## src/rtl/span_margin_combiner.sv

```systemverilog
// Commodity margin combiner: scans a serial stream of scenario losses for the worst
// loss, folds in the inter-month spread charge and applies the short option minimum.
module span_margin_combiner #(
  parameter int NUM_SCEN = 16
) (
  input  logic        clk,
  input  logic        reset,
  input  logic        start,
  input  logic        riskValid,
  input  logic [15:0] riskValue,
  output logic        riskReady,
  input  logic        tscDone,
  input  logic [15:0] tsc,
  input  logic [7:0]  shortOptCount,
  input  logic [7:0]  somRate,
  output logic        busy,
  output logic [15:0] scanRisk,
  output logic [16:0] margin,
  output logic        marginValid
);

  typedef enum logic [2:0] {
    ST_IDLE,
    ST_COLLECT,
    ST_WAIT_TSC,
    ST_COMBINE,
    ST_DONE
  } state_e;

  localparam logic [7:0]  LAST_IDX  = 8'(NUM_SCEN - 1);
  localparam logic [15:0] MOST_NEG  = 16'h8000;

  state_e      state_q;
  logic [15:0] max_loss_q;
  logic [7:0]  count_q;
  logic [15:0] tsc_q;
  logic        tsc_seen_q;
  logic        risk_ready_q;
  logic        busy_q;
  logic [15:0] scan_risk_q;
  logic [16:0] margin_q;
  logic        margin_valid_q;

  logic [15:0] scan_risk_d;
  logic [16:0] sum_d;
  logic [15:0] som_d;
  logic [16:0] margin_d;

  // Scanning risk is the worst loss floored at zero; the sum cannot exceed 17 bits.
  always_comb begin
    scan_risk_d = max_loss_q[15] ? 16'd0 : max_loss_q;
    sum_d       = {1'b0, scan_risk_d} + {1'b0, tsc_q};
    som_d       = shortOptCount * somRate;
    margin_d    = (sum_d >= {1'b0, som_d}) ? sum_d : {1'b0, som_d};
  end

  always_ff @(posedge clk or negedge reset) begin
    if (!reset) begin
      state_q        <= ST_IDLE;
      max_loss_q     <= MOST_NEG;
      count_q        <= 8'd0;
      tsc_q          <= 16'd0;
      tsc_seen_q     <= 1'b0;
      risk_ready_q   <= 1'b0;
      busy_q         <= 1'b0;
      scan_risk_q    <= 16'd0;
      margin_q       <= 17'd0;
      margin_valid_q <= 1'b0;
    end else begin
      // Only the first done edge is latched so a level-held done keeps the original charge.
      if ((state_q == ST_COLLECT || state_q == ST_WAIT_TSC) && tscDone && !tsc_seen_q) begin
        tsc_q      <= tsc;
        tsc_seen_q <= 1'b1;
      end

      case (state_q)
        ST_IDLE, ST_DONE: begin
          if (start) begin
            state_q        <= ST_COLLECT;
            risk_ready_q   <= 1'b1;
            busy_q         <= 1'b1;
            max_loss_q     <= MOST_NEG;
            count_q        <= 8'd0;
            tsc_q          <= 16'd0;
            tsc_seen_q     <= 1'b0;
            margin_valid_q <= 1'b0;
          end
        end
        ST_COLLECT: begin
          if (riskValid) begin
            if ($signed(riskValue) > $signed(max_loss_q)) begin
              max_loss_q <= riskValue;
            end
            count_q <= count_q + 8'd1;
            if (count_q == LAST_IDX) begin
              state_q      <= ST_WAIT_TSC;
              risk_ready_q <= 1'b0;
            end
          end
        end
        ST_WAIT_TSC: begin
          if (tsc_seen_q || tscDone) begin
            state_q <= ST_COMBINE;
          end
        end
        ST_COMBINE: begin
          scan_risk_q    <= scan_risk_d;
          margin_q       <= margin_d;
          margin_valid_q <= 1'b1;
          busy_q         <= 1'b0;
          state_q        <= ST_DONE;
        end
        default: begin
          state_q      <= ST_IDLE;
          risk_ready_q <= 1'b0;
          busy_q       <= 1'b0;
        end
      endcase
    end
  end

  assign riskReady   = risk_ready_q;
  assign busy        = busy_q;
  assign scanRisk    = scan_risk_q;
  assign margin      = margin_q;
  assign marginValid = margin_valid_q;

endmodule
```

## config.mk

```make
export PLATFORM = sky130hd
export DESIGN_NAME = span_margin_combiner
export DESIGN_NICKNAME = d
export VERILOG_FILES = /design/src/rtl/span_margin_combiner.sv
export SDC_FILE = /design/constraint.sdc
export NUM_CORES = 1
export LEC_CHECK = 0
export ABC_AREA = 1
export ABC_CLOCK_PERIOD_IN_PS = 4200
export CORE_ASPECT_RATIO = 0.6
export CORE_MARGIN = 10
export CORE_UTILIZATION = 48
export CTS_CLUSTER_DIAMETER = 150
export CTS_CLUSTER_SIZE = 8
export DETAILED_ROUTE_END_ITERATION = 10
export PLACE_DENSITY = 0.78
export SYNTH_ARGS = -nofsm -noshare
export SYNTH_HDL_FRONTEND = slang
export SYNTH_SLANG_ARGS = --single-unit
```

## constraint.sdc

```tcl
create_clock -name clk -period 4.2 [get_ports clk]
set_input_delay 0.42 -clock clk [delete_from_list [all_inputs] [get_ports clk]]
set_output_delay 0.42 -clock clk [all_outputs]
set_load 0.1 [all_outputs]
```

### Word level (Yosys, flattened, before mapping)

Index checks and enable logic that the tools add are counted.

* register bits: 80
* latch bits: 0
* bits in writable memories: 0
* memory bits (read-only): 0
* bits of input ports: 53
* memories kept: 0

* add/subtract/negate cells: 2
* multipliers: 1
* divide/modulo/power cells: 0
* $lt $le $gt $ge: 2
* equal/unequal tests: 10
* shift operators: 0
* mux-type cells: 27
* bitwise operators: 2
* reductions and logical operators: 17

Operators with widths (number)
* 16-bit 2-to-1 mux: 6
* 16-bit case mux with 2 select lines: 1
* 15-bit by 16-bit adder with 17-bit output: 1
* 17-bit by 16-bit >= comparator with 1-bit output: 1
* 17-bit 2-to-1 mux: 1
* 16-bit > comparator: 1
* 8-bit by 8-bit multiplier with 16-bit output: 1
* 8-bit 2-to-1 mux: 2
* 8-bit case mux with 2 select lines: 1
* 15-bit 2-to-1 mux: 1
* 3-bit 2-to-1 mux: 4
* 3-bit case mux with 4 select lines: 1
* 4-bit AND reduction: 3
* 8-bit by 1-bit adder with 8-bit output (second input constant): 1
* 8-bit by 4-bit equality test with 1-bit output (second input constant): 1
* 1-bit 2-to-1 mux: 7
* 3-bit by 2-bit equality test with 1-bit output (second input constant): 2
* 2-bit by 1-bit inequality test with 1-bit output (second input constant): 3
* 2-bit OR reduction: 3
* 2-bit inequality test (second input constant): 2
* 1-bit case mux with 2 select lines: 2
* 2-bit AND reduction: 2
* 2-bit nonzero test: 2
* 3-bit by 1-bit equality test with 1-bit output (second input constant): 1
* 8 further kinds: 11

### Longest topological paths before layout

Gate-level depths: netlist of run 1.

* depth after elaboration: 7
* mapped depth: 33

### Least setup slack after synthesis of run 1

No wires, ideal clock.

* path kind: input to register
* start point: input port shortOptCount[0]
* end point: register margin_q[8] (netlist: margin[8])
* arrival: 5.182 ns
* data required time: 4.080 ns
* setup slack: -1.102 ns
* stages: 28
* path buffers: 2
* path through: clkbuf_1 -> nand2_1 -> fa_1 -> fa_1 -> inv_1 -> fa_1 -> inv_1 -> fa_1 -> inv_1 -> ha_1 -> a21oi_1 -> o21bai_1 -> inv_1 -> nand2_1 -> nand2_1 -> nand2_1 -> xnor2_1 -> ha_1 -> nand2_1 -> nor4_1 -> nand3_1 -> nand2_1 -> nor2_8 -> nand2_4 -> buf_6 -> nand2_1 -> nand3_1 -> nand2_1

* word-level cells in the longest chain between the ends: 3

RTL lines
* start, declared: line 14 `input logic [7:0] shortOptCount,`
* 8-bit by 8-bit multiplier with 16-bit output *: line 53 `som_d = shortOptCount * somRate;`
* 17-bit by 16-bit >= comparator with 1-bit output: line 54 `margin_d = (sum_d >= {1'b0, som_d}) ? sum_d : {1'b0, som_d};`
* 17-bit 2-to-1 mux *: line 54
* end signal, assigned: line 108 `margin_q <= margin_d;`
* end, declared: line 41 `logic [16:0] margin_q;`

Every way passes the cells marked *; elsewhere a longest branch is shown, timed or not.
A chain may end at the register's enable or synchronous reset.

### Final worst setup path of run 1

* start point: input port shortOptCount[3]
* end point: register margin_q[9] (netlist: margin[9])

Same word-level chain as after synthesis.

==> impl_results.md, run 1 <==
- Status: finished with violations
- Failing checks: setup timing
- Minimum clock period: 4920 ps
- Fin cells: 1342
- Initial antenna violation count: 0
- Fmax: 203 MHz
- Worst IR drop on VDD: 0.747 mV
- Clock sinks: 79
- Unrepaired setup endpoints after global routing: yes
- Vias in the first global route: 6669
- Core footprint: 14700 um2
- Crit-path max cell delay: 540 ps
- Clock buffer depth: 2
- Die Y: 116 um
- Core Rows: 34
- Net count, final: 1314
- Post-route ant nets: 0
- Fill count: 1208
- Vias post-DR: 6909
- Final worst setup slack: -724 ps
- Metal2 WL: 8710 um
- Worst path slowest cell: fa_1
- Final count of hold timing violations: 0
- Slew HR: 14.8%
- TritonCTS clock tree: done
- First-pass GRT wire length: 32700 um
- Worst-skew pair later-pin latency: 340 ps
- CTS Buf Count: 9
- Setup-failing EPs final: 16
- Yosys cell types: 39
- Initial core utilization: 49.9%
- Die width: 180 um
- Total Wirelength: 20200 um
- Hold Path Class: input port to asynchronous set/reset pin
- Clock root buffer: clkbuf_16
- CP Class: input port to flop
- Vias/cell: 5.15
- Pin count of the biggest net entering global routing: 80
- Worst Tran Pin Value: 1280 ps
- PortBufs: 87
- H-tree depth: 3
- RePlAce Congestion: 0.905
- TritonRoute pass-1 iters: 6
- M1 WL: 9690 um
- Reg2reg setup slack: 340 ps
- CTS Hold Buffers Added: 0
- # DRC: 0
- CTS clock-pin slew for the worst setup and hold paths: 60 ps
- GRT overflow: 0
- Initial detailed-routing violation count: 644
- Max-Cap Viols: 0
- DR WL met3: 1610 um
- Dpl hpwl: 15300 um
- Worst setup EP type: flop
- Period Utilization, post-route: 117%
- Dpl cells: 1315
- Sequential fraction of the synthesis area: 26.9%
- Die ar.: 20800 um2
- Ant diodes: 0
- Syn Nets: 1174
- Setup WS pre-CTS: -1670 ps
- Mapped Area: 7350 um2
- Setup TNS: -11140 ps
- Register-to-Register Path Depth: 23
- Layout cell share with drive strength beyond 1: 18.1%
- Commonest cells after routing, fill and taps aside: nand2_1, inv_1, dfrtp_1, ha_1, buf_4
- Avg WL per Cell: 15.1 um
- LEAKAGE: 5.43 nW
- CP Max Fanout: 6
- Yosys reg bits: 79
- Commonest non-fill, non-tap cell in the layout: nand2_1
- Syn Area/Cell: 7.35 um2
- Final core area utilization: 65.5%
- Startpoint types: input port
- Uppermost routed layer: met4
- Ys Warns: 0
- Post-Synthesis Cells: 1000
- Pwr per Cell Area: 835 nW/um2
- Max Transition Viols Final: 0
- Clock Skew: 10.3 ps
- Io pins: 89
- Area grow syn2layout: 31.3%
- Crit path required time: 4420 ps
- Tot GR Track Use: 18.8%
- CP arrival: 5140 ps
-- logic make-up after synthesis --
family	Yosys count	share of synthesized area (%)
AOI/OAI and AO/OA	113	8.55
xor gates and xnor gates	21	2.50
adders and majority gates	121	24.4
buffers and inverters	239	12.6
DFF	79	26.9
other	1	0.0510
and+or+nand+nor	426	25.0
-- where the power goes --
part | switching, mW | total [mW] | internal [mW] | leakage, nW
Combinational | 3.76 | 6.02 | 2.26 | 4.25
Clock | 0.317 | 0.791 | 0.474 | 0.143
Sequential | 0.194 | 1.24 | 1.05 | 1.03
-- registers in the layout (all words and copies together), names as in the netlist --
signal,flops
scanRisk,15
riskReady,1
marginValid,1
tsc_q,16
max_loss_q,16
busy,1
tsc_seen_q,1
state_q,3
margin,17
count_q,8
-- cells in the mapped netlist (all sizes together) --
cell    number  area (um2)
a211oi       4        30.0
nand2      280        1100
nand3b       4        30.0
o21ai       36         184
xnor2       11        96.3
nand4        7        43.8
inv        200         751
nor3         8        40.0
nor4         3        18.8
and3         4        25.0
buf          9        62.6
o21bai       5        41.3
a21o         3        22.5
dfstp        1        26.3
a21oi       63         338
dfrtp       78        1950
xor2        10        87.6
ha          84        1050
a31oi        1        6.26
o22ai        1        6.26
clkinv       1        3.75
nor2        41         173
clkbuf      29         109
conb         1        3.75
nand3       79         405
fa          37         741
-- path summary, 6_finish.rpt --
path | start | end
min reg2reg | margin[3]$_DFFE_PN0P_ | margin[3]$_DFFE_PN0P_
max | shortOptCount[3] | margin[9]$_DFFE_PN0P_
max reg2reg | max_loss_q[15]$_DFFE_PN1P_ | margin[9]$_DFFE_PN0P_
min | reset | max_loss_q[9]$_DFFE_PN0P_
min in group clk | margin[3]$_DFFE_PN0P_ | margin[3]$_DFFE_PN0P_
max in group asynchronous | reset | scanRisk[4]$_DFFE_PN0P_
-- metrics by stage --
stage / cell area, um2 / hold WS [ps] / total power [mW]
finish: 9650 / 230 / 8.05
global placement: 8960 / 460 / 6.26
CTS: 9430 / 287 / 7.52
floorplan: 7640 / 124 / 4.89
detailed placement: 8960 / 469 / 6.36
global route: 9650 / 328 / 8.61
-- layer usage --
layer / up-vias / track usage [%]
li1: 3395 / -
met1: 3257 / 27.6
met2: 237 / 27.6
met3: 20 / 4.51
met4: 0 / 3.51
met5: - / 0
-- worst max-delay path, delay by kind of cell --
kind	cells	cell delay (ps)
AOI/OAI and AO/OA	2	310
xor gates and xnor gates	1	190
adders and majority gates	6	2590
buffers and inverters	7	570
and+or+nand+nor	13	1030
-- cell type report --
class	count	area, um2	area share, %
clock buffers	12	246	2.56
clock inverters	3	43.8	0.454
inverters	201	754	7.82
multi-input cells	683	4850	50.2
flip-flops and latches	79	1980	20.5
well taps	198	248	2.57
repair buffers	166	1530	15.9
-- what timing repair did --
action                                  4_1_cts  5_1_grt
endpoints found under the setup margin       16       16
pin swaps                                    21       16
cloned                                        1        1
gates resized for setup                     103       41
buffers inserted                              7        3
(Power assumes the default switching activity.)
==> run 2: changes to the inputs <==
CORE_ASPECT_RATIO = 0.7   (was 0.6)
==> run 2 against run 1 <==
  * The flow still finishes with violations (setup timing)
  * Critical path depth grew 1
  * Clock skew shrank 3.7 ps
  * Fmax shrank 1.0%
  * Die area shrank 0.40%
  * Clock power grew 16%
  * Critical endpoint is now margin[15]$_DFFE_PN0P_
  * Highest routed layer unchanged
==> impl_results.md, run 2 (synthesis gave the netlist of run 1 again) <==
- Final Cell Area: 9840 um2
- CP Class: input port to flop
- Worst-skew pair later-pin latency: 340 ps
- Initial detailed-routing violation count: 464
- Final worst setup slack: -776 ps
- Worst setup EP type: flop
- RePlAce Congestion: 0.903
- Setup WS pre-CTS: -1570 ps
- Worst path slowest cell: fa_1
- CP arrival: 5260 ps
- Setup-failing EPs final: 16
- H-tree depth: 3
- Initial core utilization: 49.4%
- Vias in the first global route: 6804
- Area after DPL: 9000 um2
- LEAKAGE: 5.51 nW
- CTS clock-pin slew for the worst setup and hold paths: 60 ps
- Pin count of the biggest net entering global routing: 80
- Unrepaired setup endpoints after global routing: yes
- Pwr per Cell Area: 849 nW/um2
- Post-route ant nets: 0
- Dpl cells: 1317
- Die ar.: 20700 um2
- Final count of hold timing violations: 0
- Ant diodes: 0
- Tot GR Track Use: 18.9%
- Vias post-DR: 6982
- Max Transition Viols Final: 0
- Worst IR drop on VDD: 0.693 mV
- Net count, final: 1320
- Area grow syn2layout: 33.8%
- # DRC: 0
- Slew HR: 14.4%
- Overall power: 8.35 mW
- Max-Cap Viols: 0
- Die Y: 124 um
- Hold Path Class: input port to asynchronous set/reset pin
- Fmax: 201 MHz
- Startpoint types: input port
- Avg WL per Cell: 15.0 um
- Worst Tran Pin Value: 1280 ps
- Status: finished with violations
- Fin cells: 1346
- CP Max Fanout: 8
- Initial antenna violation count: 0
- Die width: 168 um
- Clock buffer depth: 2
- Core Rows: 37
- FF-to-FF Start: max_loss_q[15]$_DFFE_PN1P_
- Register-to-Register Path Depth: 25
- Total Wirelength: 20200 um
- GRT met2 Usage: 28.7%
- Clock root buffer: clkbuf_16
- Crit path required time: 4480 ps
- CTS Buf Count: 9
- Max FFs per register: 17
- Minimum clock period: 4980 ps
- Dpl hpwl: 14800 um
- Commonest non-fill, non-tap cell in the layout: nand2_1
- GR met1 Demand/Resource: 26.8%
- PortBufs: 87
- Failing checks: setup timing
- Multi-input gate area in the final layout: 4890 um2
- TritonCTS clock tree: done
- R2R Path End: margin[15]$_DFFE_PN0P_
- Clock Skew: 6.52 ps
- Register Area: 1980 um2
- Crit path top cell by count: nand2_2
- Period Utilization, post-route: 118%
- Reg2reg setup slack: 210 ps
- Final core area utilization: 66.2%
- Io pins: 89
- Fill count: 1140
- Clock sinks: 79
- Crit-path max cell delay: 570 ps
- First-pass GRT wire length: 33000 um
- Commonest cells after routing, fill and taps aside: nand2_1, inv_1, dfrtp_1, ha_1, buf_4
- Layout cell share with drive strength beyond 1: 20.5%
- Vias/cell: 5.19
- Grt peak-use layer: met2
- CTS Hold Buffers Added: 0
- Core footprint: 14900 um2
- Met3 Usage GRT: 3.87%
- TritonRoute pass-1 iters: 6
- GRT overflow: 0
-- run 2: per-layer routing --
metal  routed length, um  vias to the layer above  part of all wire [%]
li1                    -                     3414                     -
met1                9560                     3301                    47
met2                8920                      230                    44
met3                1310                       37                   6.5
met4                 401                        0                   2.0
met5                   0                        -                     0
-- run 2: cell type report --
| type | instances | area share [%] |
|---|---|---|
| inverters | 201 | 7.67 |
| well taps | 195 | 2.48 |
| clock inverters | 6 | 1.18 |
| repair buffers | 172 | 16.5 |
| flip-flops and latches | 79 | 20.1 |
| clock buffers | 10 | 2.33 |
| multi-input cells | 683 | 49.7 |
-- run 2: what timing repair did --
item	in CTS	in global routing
pin swaps	39	70
cloned	2	0
gates resized for setup	105	70
endpoints found under the hold margin	0	0
endpoints found under the setup margin	16	16
setup buffers	9	3
-- run 2: critical path: cells and delay by family --
| kind | cells | cell delay (ps) |
|---|---|---|
| xor+xnor | 1 | 150 |
| compound gates | 1 | 190 |
| buf+inv | 6 | 430 |
| simple gates | 16 | 1400 |
| fa+ha+maj | 6 | 2650 |
-- run 2: how the worst max path moves through the flow --
stage	to	cells after the start	slack [ps]	startpoint
after global placement	margin[2]$_DFFE_PN0P_	25	-1510	somRate[5]
after CTS	margin[9]$_DFFE_PN0P_	31	-670	somRate[5]
final	margin[15]$_DFFE_PN0P_	30	-780	somRate[4]
after global routing	margin[1]$_DFFE_PN0P_	30	-980	somRate[4]
after floorplan	margin[8]$_DFFE_PN0P_	30	-670	shortOptCount[3]
after detailed placement	margin[1]$_DFFE_PN0P_	25	-1570	somRate[5]
-- run 2: report_power, final --
part	internal, mW	leakage [nW]	switching (mW)
logic	2.35	4.31	3.85
clock network	0.585	0.167	0.330
registers	1.05	1.03	0.184
total	3.98	5.51	4.37
-- run 2: through the flow --
step | setup TNS (ps) | hold WS [ps]
2_1_floorplan | -9890 | 124
3_3_place_gp | -23970 | 455
3_5_place_dp | -24840 | 461
4_1_cts | -10460 | 287
5_1_grt | -15230 | 331
6_report | -11900 | 241
